File: src/rtl/cover_enumerator.sv
// Streams every WIDTH-bit vector that covers a captured target, in ascending order,
// over a valid/ready handshake, then pulses done with the beat count.
module cover_enumerator #(
    parameter int WIDTH = 6
) (
    input  logic             clk,
    input  logic             rst_n,
    input  logic             start,
    input  logic [WIDTH-1:0] ain,
    output logic             busy,
    output logic             out_valid,
    input  logic             out_ready,
    output logic [WIDTH-1:0] bin,
    output logic [WIDTH-1:0] idx,
    output logic             done,
    output logic [WIDTH:0]   total
);

    typedef enum logic [1:0] {
        IDLE = 2'd0,
        RUN  = 2'd1,
        DONE = 2'd2
    } state_t;

    state_t           state;
    logic [WIDTH-1:0] ain_q;

    // Next cover above v: increment, then force the target's bits back on.
    function automatic logic [WIDTH-1:0] next_cover(input logic [WIDTH-1:0] v,
                                                    input logic [WIDTH-1:0] mask);
        next_cover = (v + 1'b1) | mask;
    endfunction

    always_ff @(posedge clk or negedge rst_n) begin
        if (!rst_n) begin
            state     <= IDLE;
            ain_q     <= '0;
            busy      <= 1'b0;
            out_valid <= 1'b0;
            bin       <= '0;
            idx       <= '0;
            done      <= 1'b0;
            total     <= '0;
        end else begin
            case (state)
                IDLE: begin
                    if (start) begin
                        ain_q     <= ain;
                        bin       <= ain;
                        idx       <= '0;
                        total     <= '0;
                        out_valid <= 1'b1;
                        busy      <= 1'b1;
                        state     <= RUN;
                    end
                end
                RUN: begin
                    if (out_valid && out_ready) begin
                        total <= total + 1'b1;
                        if (&bin) begin
                            out_valid <= 1'b0;
                            done      <= 1'b1;
                            state     <= DONE;
                        end else begin
                            bin <= next_cover(bin, ain_q);
                            idx <= idx + 1'b1;
                        end
                    end
                end
                DONE: begin
                    done  <= 1'b0;
                    busy  <= 1'b0;
                    state <= IDLE;
                end
                default: begin
                    out_valid <= 1'b0;
                    done      <= 1'b0;
                    busy      <= 1'b0;
                    state     <= IDLE;
                end
            endcase
        end
    end

endmodule

File: config.mk
export PLATFORM = sky130hd
export DESIGN_NAME = cover_enumerator
export DESIGN_NICKNAME = d
export VERILOG_FILES = /design/src/rtl/cover_enumerator.sv
export SDC_FILE = /design/constraint.sdc
export NUM_CORES = 1
export LEC_CHECK = 0
export BUFFER_PORTS_ARGS = -buffer_cell sky130_fd_sc_hd__buf_2
export CORE_AREA = 4 4 63 65
export DETAILED_ROUTE_END_ITERATION = 10
export DIE_AREA = 0 0 67 69
export GPL_ROUTABILITY_DRIVEN = 1
export PLACE_DENSITY = 0.65
export SYNTH_ARGS = -nofsm -noshare
export SYNTH_HDL_FRONTEND = slang
export SYNTH_SLANG_ARGS = --single-unit
File: constraint.sdc
create_clock -name clk -period 4 [get_ports clk]
set_clock_uncertainty 0.15 [all_clocks]
set_input_delay 0.6 -clock clk [delete_from_list [all_inputs] [get_ports clk]]
set_output_delay 0.6 -clock clk [all_outputs]
set_load 0.03 [all_outputs]
==> results_dict.tcl <==
set metrics [dict create \
    r2r_setup_slack_ns 1.68 \
    grt_pass1_wl_um 5844 \
    r2r_cells 4 \
    dp_hpwl_um 2413 \
    core_um2 3337 \
    max_slew_margin_pct 55.88 \
    crit-reg2reg-launch "state[0]" \
    drtIter0Drc 66 \
    drive_above_1_share_pct 22.75 \
    cp_cell_sequence "or3b_1 > a32o_2 > or3_1 > a21oi_1" \
    slew_violations 0 \
    stdcell_count 235 \
    fin_crit_ns 2.320 \
    die-height_um 69 \
    max_slew.worst_pin.slew_ns 0.6619 \
    cp-start-kind "flop" \
    setup_viol 0 \
    drcViolationCount 0 \
    io_buffers 31 \
    ys_warn_count 0 \
    peakVddDrop_uv 327.9 \
    vias 1269 \
    clkSlewWorstSetupHoldPaths_ns 0.09 \
    pwr-share-clk_pct 13.0 \
    p_seq_share_pct 39.4 \
    critPathTopFamily "simple AND/OR/NAND/NOR gates" \
    antenna_found_initial 0 \
    gr-total-overflow 0 \
    cap_violations 0 \
    register_area_um2 750.7 \
    netlist_instances 155 \
    initial_core_util_pct 43.91 \
    synth.distinct_cells 38 \
    p_int_w 0.0007533 \
    ant_nets 0 \
    cts_tree "done" \
    postCtsSetupRepairBufs 0 \
    area_growth_pct 16.99 \
    ctsLongestPathBuffers 2 \
    synth-async-reset-ratio_pct 100.0 \
    fmax_ghz 0.4310 \
    multi_input_area_um2 671.9 \
    grt_max_degree 31 \
    worstSetupPathType "reg -> reg" \
    ys_seq_area_share_pct 51.24 \
    cts-root-buf "clkbuf_4" \
    synth_flop_cell "dfrtp_1" \
    wl_um 3310 \
    ys_ff_latch 30 \
    required_ns 4.10 \
    cts_buffers 5 \
    power_per_cell_area_nw_per_um2 831.5 \
    pwr-share-comb_pct 47.6 \
    finalHoldViolations 0 \
    cts_resized 0 \
    diodes 0 \
    synth_area_um2 1465 \
    final_cell_mix "nand2_1, buf_2, dfrtp_1" \
    slowest_stage "or3b_1" \
    leakage_nw 0.8103 \
    synth-edff-count 0 \
    vias_per_cell 5.400 \
    rsz0062_at_grt "false" \
    status "complete, no violations" \
    cts-htree-levels 2 \
    rr_endpoint "idx[3]" \
    worst-path-buf-inv 0 \
    die_x_um 67 \
    p_sw_w 0.0006721 \
    slowest_delay_ns 0.60 \
    cp-end-kind "flop" \
    setup-tns-final_ns 0 \
    gp_congestion 0.8062 \
    grt_pass1_vias 1292 \
    hold_path.class "in -> async" \
    clk_latency_ns 0.33 \
    p_sw_share_pct 47.15 \
    fillCellCount 342 \
    nets 201 \
    place_inst 227 \
    firstDrtPassIters 4 \
    wl_per_cell_um 14.09 \
    fin_crit_sh_pct 58.00 \
    cts_num_sinks 30 \
    synth_nets 168 \
    crit_cells 4 \
    syn-mean-instance-area_um2 9.453 \
    io_pins 32 \
    cts_hold_buf 0 \
    die_area_um2 4623 \
    grt.total_usage_pct 16.45 \
    cp.arrival_ns 2.42 \
    crit_fanout 18 \
    rows 21 \
]
-- layout make-up --
class / count / area share (%)
flip-flops and latches: 30 / 43.80
multi-input cells: 116 / 39.20
repair buffers: 32 / 9.489
well taps: 46 / 3.358
clock buffers: 7 / 3.212
inverters: 3 / 0.6569
clock inverters: 1 / 0.2920
-- synthesized netlist by cell type (2+ instances only) --
cell type   n  share of area [%]
dfrtp_1    30                 51
a21oi_1     7                2.4
xnor2_1     2                1.2
o22ai_1     2               0.85
a21o_1      2                1.0
o21ai_0    14                4.8
clkbuf_1    4                1.0
nand4b_1    2                1.2
nor3_1      3                1.0
ha_1        3                2.6
inv_1       3               0.77
nand3_1     6                2.0
a211oi_1    3                1.5
xor2_1      2                1.2
or3_1       7                3.0
nor2_1      9                2.3
a2bb2oi_1   3                1.8
nand4_1     3                1.3
nand2_1    31                7.9
-- kinds of logic after synthesis --
| kind of cell | synth area share, % |
|---|---|
| flops | 51.24 |
| simple gates | 24.68 |
| buf+inv | 2.903 |
| compound gates | 16.23 |
| fa+ha+maj | 2.562 |
| xor+xnor | 2.392 |
-- metal layers --
metal | track usage (%) | part of all wire, %
met3 | 4.058 | 5.7
met4 | 10.14 | 1.7
met1 | 20.73 | 45
met2 | 24.78 | 48
met5 | 0 | 0
-- worst register-to-register path: cells and delay by family, from the launching register on --
family             cells  cell delay [ns]
and+or+nand+nor        2             0.98
AOI/OAI and AO/OA      2             0.59
DFF                    1             0.52
-- flip-flops by register name, indices dropped and copies added, names as in the netlist --
| signal | flops |
|---|---|
| bin | 6 |
| idx | 6 |
| busy | 1 |
| total | 7 |
| out_valid | 1 |
| ain_q | 6 |
| done | 1 |
| state | 2 |
-- stage by stage --
| stage | instance area (um^2) | hold slack (ns) | utilization [%] | worst slack, ns | power [W] |
|---|---|---|---|---|---|
| CTS | 1714 | 0.1568 | 51.37 | 1.694 | 0.001440 |
| finish | 1714 | 0.1437 | 51.37 | 1.680 | 0.001425 |
| global route | 1714 | 0.1734 | 51.37 | 1.591 | 0.001553 |
| global placement | 1654 | 0.3084 | 49.57 | 1.653 | 0.001229 |
| floorplan | 1465 | 0.1544 | - | 1.955 | 0.001055 |
| detailed placement | 1654 | 0.3135 | 49.57 | 1.568 | 0.001252 |
-- worst max path at each step --
stage                  start  endpoint  slack [ns]
finish              state[0]    idx[3]        1.68
global route        state[0]    idx[3]        1.59
CTS                 state[0]    idx[3]        1.69
detailed placement     start    idx[3]        1.57
global placement       start    idx[5]        1.65
floorplan              start    idx[4]        1.95
-- power by group through the flow --
| stage | sequential [W] | combinational (W) | clock (W) |
|---|---|---|---|
| final | 0.000561 | 0.000679 | 0.000185 |
| after global routing | 0.000586 | 0.000757 | 0.000210 |
| after CTS | 0.000562 | 0.000686 | 0.000192 |
| after detailed placement | 0.000568 | 0.000684 | 0 |
| after global placement | 0.000558 | 0.000671 | 0 |
| after floorplan | 0.000707 | 0.000348 | 0 |
(Power assumes the default switching activity.)
